**src/rtl/pf_io_delay_ctrl_pkg.sv**
```systemverilog
// pf_io_delay_ctrl_pkg: shared types and defaults for the PF_IO
// dynamic delay-line sequencer.
package pf_io_delay_ctrl_pkg;

   typedef enum logic [2:0] {
      INIT_LOAD,
      INIT_SETTLE,
      IDLE,
      LOAD,
      LSETTLE,
      STEP,
      SETTLE,
      FINISH
   } dly_state_e;

   localparam logic DLY_INC = 1'b1;
   localparam logic DLY_DEC = 1'b0;

   localparam int DEF_LOAD_CYCLES   = 2;
   localparam int DEF_SETTLE_CYCLES = 3;

endpackage

```
**src/rtl/pf_io_delay_ctrl.sv**
```systemverilog
// pf_io_delay_ctrl: reloads and steps a PF_IO dynamic delay line
// one tap at a time, tracking the current tap.
module pf_io_delay_ctrl
   import pf_io_delay_ctrl_pkg::*;
#(
   parameter int TAP_W         = 8,
   parameter int MAX_TAP       = 127,
   parameter int INIT_TAP      = 1,
   parameter int LOAD_CYCLES   = DEF_LOAD_CYCLES,
   parameter int SETTLE_CYCLES = DEF_SETTLE_CYCLES
) (
   input  logic             CLK,
   input  logic             RST,
   input  logic             CMD_VALID,
   output logic             CMD_READY,
   input  logic [TAP_W-1:0] CMD_TARGET,
   input  logic             CMD_RELOAD,
   output logic             DELAY_LINE_LOAD,
   output logic             DELAY_LINE_MOVE,
   output logic             DELAY_LINE_DIRECTION,
   input  logic             DELAY_LINE_OUT_OF_RANGE,
   output logic [TAP_W-1:0] CUR_TAP,
   output logic             DONE,
   output logic             ERR
);

   localparam int CNT_MAX =
      (LOAD_CYCLES > SETTLE_CYCLES) ? LOAD_CYCLES : SETTLE_CYCLES;
   localparam int CNT_W = $clog2(CNT_MAX + 1);

   localparam logic [CNT_W-1:0] CNT_LOAD   = CNT_W'(LOAD_CYCLES);
   localparam logic [CNT_W-1:0] CNT_SETTLE = CNT_W'(SETTLE_CYCLES);
   localparam logic [CNT_W-1:0] CNT_ONE    = CNT_W'(1);

   localparam logic [TAP_W-1:0] MAX_T   = TAP_W'(MAX_TAP);
   localparam logic [TAP_W-1:0] INIT_T  = TAP_W'(INIT_TAP);
   localparam logic [TAP_W-1:0] TAP_ONE = TAP_W'(1);

   dly_state_e       state;
   logic [CNT_W-1:0] cnt;
   logic [TAP_W-1:0] tgt;
   logic             moved;

   logic go_up;
   logic at_top;
   logic at_bot;
   logic blocked;
   logic accept;

   assign go_up   = tgt > CUR_TAP;
   assign at_top  = CUR_TAP >= MAX_T;
   assign at_bot  = CUR_TAP == '0;
   assign blocked = go_up ? at_top : at_bot;
   assign accept  = CMD_VALID && CMD_READY;

   // One counter times both the LOAD width and every settle gap.
   always_ff @(posedge CLK) begin
      if (RST) begin
         state                <= INIT_LOAD;
         cnt                  <= CNT_LOAD;
         tgt                  <= '0;
         moved                <= 1'b0;
         CMD_READY            <= 1'b0;
         DELAY_LINE_LOAD      <= 1'b0;
         DELAY_LINE_MOVE      <= 1'b0;
         DELAY_LINE_DIRECTION <= DLY_DEC;
         CUR_TAP              <= INIT_T;
         DONE                 <= 1'b0;
         ERR                  <= 1'b0;
      end else begin
         unique case (state)
            INIT_LOAD: begin
               DELAY_LINE_LOAD <= 1'b1;
               if (cnt == CNT_ONE) begin
                  state <= INIT_SETTLE;
                  cnt   <= CNT_SETTLE;
               end else begin
                  cnt <= cnt - CNT_ONE;
               end
            end

            INIT_SETTLE: begin
               DELAY_LINE_LOAD <= 1'b0;
               if (cnt == CNT_ONE) begin
                  state <= IDLE;
               end else begin
                  cnt <= cnt - CNT_ONE;
               end
            end

            IDLE: begin
               CMD_READY <= 1'b1;
               if (accept) begin
                  CMD_READY <= 1'b0;
                  ERR       <= 1'b0;
                  tgt       <= CMD_TARGET;
                  moved     <= 1'b0;
                  // An illegal target skips the reload entirely.
                  if (CMD_RELOAD && CMD_TARGET <= MAX_T) begin
                     state <= LOAD;
                     cnt   <= CNT_LOAD;
                  end else begin
                     state <= STEP;
                  end
               end
            end

            LOAD: begin
               DELAY_LINE_LOAD <= 1'b1;
               CUR_TAP         <= INIT_T;
               if (cnt == CNT_ONE) begin
                  state <= LSETTLE;
                  cnt   <= CNT_SETTLE;
               end else begin
                  cnt <= cnt - CNT_ONE;
               end
            end

            LSETTLE: begin
               DELAY_LINE_LOAD <= 1'b0;
               if (cnt == CNT_ONE) begin
                  state <= STEP;
               end else begin
                  cnt <= cnt - CNT_ONE;
               end
            end

            STEP: begin
               if (moved && DELAY_LINE_OUT_OF_RANGE) begin
                  // Undo the last move; the line refused it.
                  CUR_TAP <= (DELAY_LINE_DIRECTION == DLY_INC)
                           ? CUR_TAP - TAP_ONE
                           : CUR_TAP + TAP_ONE;
                  ERR   <= 1'b1;
                  DONE  <= 1'b1;
                  state <= FINISH;
               end else if (tgt > MAX_T) begin
                  ERR   <= 1'b1;
                  DONE  <= 1'b1;
                  state <= FINISH;
               end else if (tgt == CUR_TAP) begin
                  DONE  <= 1'b1;
                  state <= FINISH;
               end else if (blocked) begin
                  ERR   <= 1'b1;
                  DONE  <= 1'b1;
                  state <= FINISH;
               end else begin
                  DELAY_LINE_MOVE      <= 1'b1;
                  DELAY_LINE_DIRECTION <= go_up ? DLY_INC : DLY_DEC;
                  moved                <= 1'b1;
                  cnt                  <= CNT_SETTLE;
                  state                <= SETTLE;
               end
            end

            SETTLE: begin
               if (DELAY_LINE_MOVE) begin
                  DELAY_LINE_MOVE <= 1'b0;
                  CUR_TAP <= (DELAY_LINE_DIRECTION == DLY_INC)
                           ? CUR_TAP + TAP_ONE
                           : CUR_TAP - TAP_ONE;
               end
               if (cnt == CNT_ONE) begin
                  state <= STEP;
               end else begin
                  cnt <= cnt - CNT_ONE;
               end
            end

            FINISH: begin
               DONE      <= 1'b0;
               CMD_READY <= 1'b1;
               state     <= IDLE;
            end

            default: begin
               state <= INIT_LOAD;
               cnt   <= CNT_LOAD;
            end
         endcase
      end
   end

endmodule

```
**config.mk**
```make
export PLATFORM = sky130hd
export DESIGN_NAME = pf_io_delay_ctrl
export DESIGN_NICKNAME = d
export VERILOG_FILES = /design/src/rtl/pf_io_delay_ctrl_pkg.sv /design/src/rtl/pf_io_delay_ctrl.sv
export SDC_FILE = /design/constraint.sdc
export NUM_CORES = 1
export LEC_CHECK = 0
export ABC_AREA = 0
export CAP_MARGIN = 5
export CORE_AREA = 3 3 68 70
export DETAILED_ROUTE_END_ITERATION = 12
export DIE_AREA = 0 0 71 73
export PLACE_DENSITY = 0.78
export SETUP_SLACK_MARGIN = 0.2
export SYNTH_ARGS = -nofsm -noshare
export SYNTH_HDL_FRONTEND = slang
export SYNTH_SLANG_ARGS = --single-unit
```
**constraint.sdc**
```tcl
create_clock -name CLK -period 2.4 [get_ports CLK]
set_input_delay 0.72 -clock CLK [delete_from_list [all_inputs] [get_ports CLK]]
set_output_delay 0.72 -clock CLK [all_outputs]
set_load 0.1 [all_outputs]
```
==> impl_metrics.toml, run 1 <==
[outcome]
outcome = "finished clean"

[clocking]
clock-root-buffer = "clkbuf_8"
clock_path_buffers = 2
hold_buffers = 0
clk-insertion-delay-late_ns = 0.28
clk_pin_slew_ns = 0.10
cts_buffers = 3
htreeDepth = 1
cts_tree = "built"
numClockSinks = 28

[placement]
gp_congestion = 0.882
dp_cells = 328
io_buffers = 26
dp_hpwl_um = 3600

[power_and_ir_drop]
power_switching_share_pct = 36.8
peakVddDrop_mv = 0.557
power_frac_seq_pct = 41.4
p_leak_nw = 0.985
p_int_mw = 0.860
power_density_nw_per_um2 = 539
combinationalPowerShare_pct = 36.3
pwr-share-clk_pct = 22.3
power_switching_mw = 0.501

[cells_and_area]
area_growth_pct = 25.3
layout-drive-gt1-share_pct = 25.6
multiInputGateArea_um2 = 1390
antenna_cells = 0
fillers = 354
nets = 312
instances_no_fill = 335
ff_latch_area_um2 = 593

[critical_path]
cp.required_ns = 2.58
crit_path_max_fanout = 6
arrival_ns = 2.31
end_kind = "register"
worstSetupPathType = "reg -> reg"
critPathLaunchType = "register"

[sta]
grt_setup_unrepaired = "yes"
final_hold_viol_count = 0
min_period_ns = 2.13
final_max_slew_viol_count = 0
worstMarginPinSlew_ns = 0.572
fin_setup_tns_ns = 0
finalSetupViolations = 0
worst_clock_skew_ns = 0.00517
relSlewSlack_pct = 61.7
holdWs_ns = 0.472
post-route-period-util_pct = 88.8
fmax_mhz = 469

[logic_synthesis]
yosysTopAreaCell = "dfxtp_1"
syn_avg_cell_area_um2 = 7.87
yosysMostFrequentCell = "dfxtp_1"
synth_top_cell_area_share_pct = 27.8
yosysWarnings = 0
syn-num-nets = 282
synth_area_leaders = "dfxtp_1 28%, ha_1 8.1%, a21oi_1 5.2%, mux2i_1 4.5%, nor2_1 4.1%"
synth_seq_cells = 28
syn_inst = 256
synthArstFlopShare_pct = 0
synth_common_cells = "28 x dfxtp_1, 22 x nor2_1, 21 x a21oi_1, 21 x nand2_1, 17 x inv_1"
ys_seq_area_share_pct = 27.8
synth_edf_count = 0
synth_cell_types = 62
synth_ff_type = "dfxtp_1"
synth.cell_area_um2 = 2010

[detailed_routing]
finalWirelength_um = 4700
drc = 0
wl_met2_um = 2040
drt_iter0_drc = 179
wire_per_inst_um = 14.0
drt-met1-wl_um = 2400
antenna_left = 0
dr_wl_met3_um = 209
highest_layer = "met4"
viasPerCell = 5.86
vias = 1962
drt-pass1-iter-count = 4

[hold_path]
hold_path.class = "reg -> reg"

[floorplan]
dieArea_um2 = 5180
die_x_um = 71
initial_core_util_pct = 50.0
die_h_um = 73
num_rows = 23
io_pins = 27
coreArea_um2 = 4030

[job]
drv_cap = 0

[global_route]
grt_max_degree = 16
grt_overflow = 0
grt_pass1_vias = 1753
grt_first_pass_wirelength_um = 8110
grt_util_all_layers_pct = 18.9
antenna_found_initial = 0
==> final cells by class <==
| cell class | instances | share of cell area (%) |
|---|---|---|
| clock buffer | 4 | 2.18 |
| inverter | 18 | 2.97 |
| multi-input combinational | 194 | 55.2 |
| sequential | 28 | 23.5 |
| tap | 50 | 2.48 |
| timing repair buffer | 41 | 13.7 |
==> per-stage QoR <==
| stage | instance area (um^2) | util [%] | setup slack [ns] | power, mW |
|---|---|---|---|---|
| 2_1_floorplan | 2120 | - | 0.0789 | 0.928 |
| 3_3_place_gp | 2400 | 59.6 | -0.120 | 1.04 |
| 3_5_place_dp | 2400 | 59.6 | -0.137 | 1.05 |
| 4_1_cts | 2460 | 61.1 | 0.207 | 1.36 |
| 5_1_grt | 2520 | 62.6 | 0.191 | 1.45 |
| 6_report | 2520 | 62.6 | 0.268 | 1.36 |
==> critical path: stages (launching register included) <==
cell and delay, ns:
dfxtp_4 0.40, inv_6 0.05, ha_4 0.22, nor2b_1 0.12
o211a_1 0.22, o21ba_4 0.23, o211a_4 0.27, o22a_2 0.21
a221o_1 0.30
==> kinds of logic after synthesis <==
kind of cell	count (synthesis)	share of synthesized area, %
flops	28	27.8
buf+inv	34	7.20
xor+xnor	1	0.435
mux	10	5.03
compound gates	80	27.4
fa+ha+maj	13	8.07
simple gates	90	24.0
==> worst paths after layout <==
path	from	depth (start not counted)	slack, ns	endpoint
worst max-delay path	CUR_TAP[1]	8	0.27	cnt[1]
worst min register to register	DONE	2	0.47	DONE
worst max register to register	CUR_TAP[1]	8	0.27	cnt[1]
worst min-delay path	DONE	2	0.47	DONE
==> timing repair <==
item / CTS / global route
setup endpoints to repair: 1 / 8
pin swaps: 0 / 8
resized for setup: 1 / 14
setup buffers: 0 / 3
==> layout by cell type (no fill, tap or decap), types with 3 or more instances in the layout <==
master	n
a21o_1	3
dlymetal6s2s_1	3
inv_1	14
o21ai_0	13
nor2_1	22
clkdlybuf4s50_1	9
buf_4	29
nand4_1	4
nor3_1	8
mux2i_1	9
dfxtp_4	8
clkbuf_8	4
ha_4	4
nand2b_1	9
a211oi_1	4
o22ai_1	6
dfxtp_1	18
a21oi_1	19
ha_1	9
nand3_1	5
nand2_1	21
==> flip-flops by register name (all words and copies together) (netlist names), 2 cells and up <==
signal / count
state: 3
CUR_TAP: 8
tgt: 8
cnt: 2
==> power groups by stage <==
stage	clock network (mW)	registers [mW]	logic (mW)
final	0.304	0.563	0.494
after global routing	0.337	0.569	0.547
after CTS	0.311	0.558	0.488
after detailed placement	0	0.569	0.483
after global placement	0	0.566	0.471
after floorplan	0	0.602	0.325
==> layer usage <==
| layer | global-route usage [%] | vias up |
|---|---|---|
| li1 | - | 992 |
| met1 | 27.2 | 919 |
| met2 | 29.9 | 44 |
| met3 | 2.62 | 7 |
| met4 | 4.59 | 0 |
| met5 | 0 | - |
Note: power is estimated with default switching activity, not from simulation.
==> run 2: changes to the inputs <==
--- a/config.mk
+++ b/config.mk
@@ -6,7 +6,6 @@
 export NUM_CORES = 1
 export LEC_CHECK = 0
 export ABC_AREA = 0
-export CAP_MARGIN = 5
 export CORE_AREA = 3 3 68 70
 export DETAILED_ROUTE_END_ITERATION = 12
 export DIE_AREA = 0 0 71 73
==> results of run 2 <==
Final layout, timing and power as in run 1 (identical DEF).
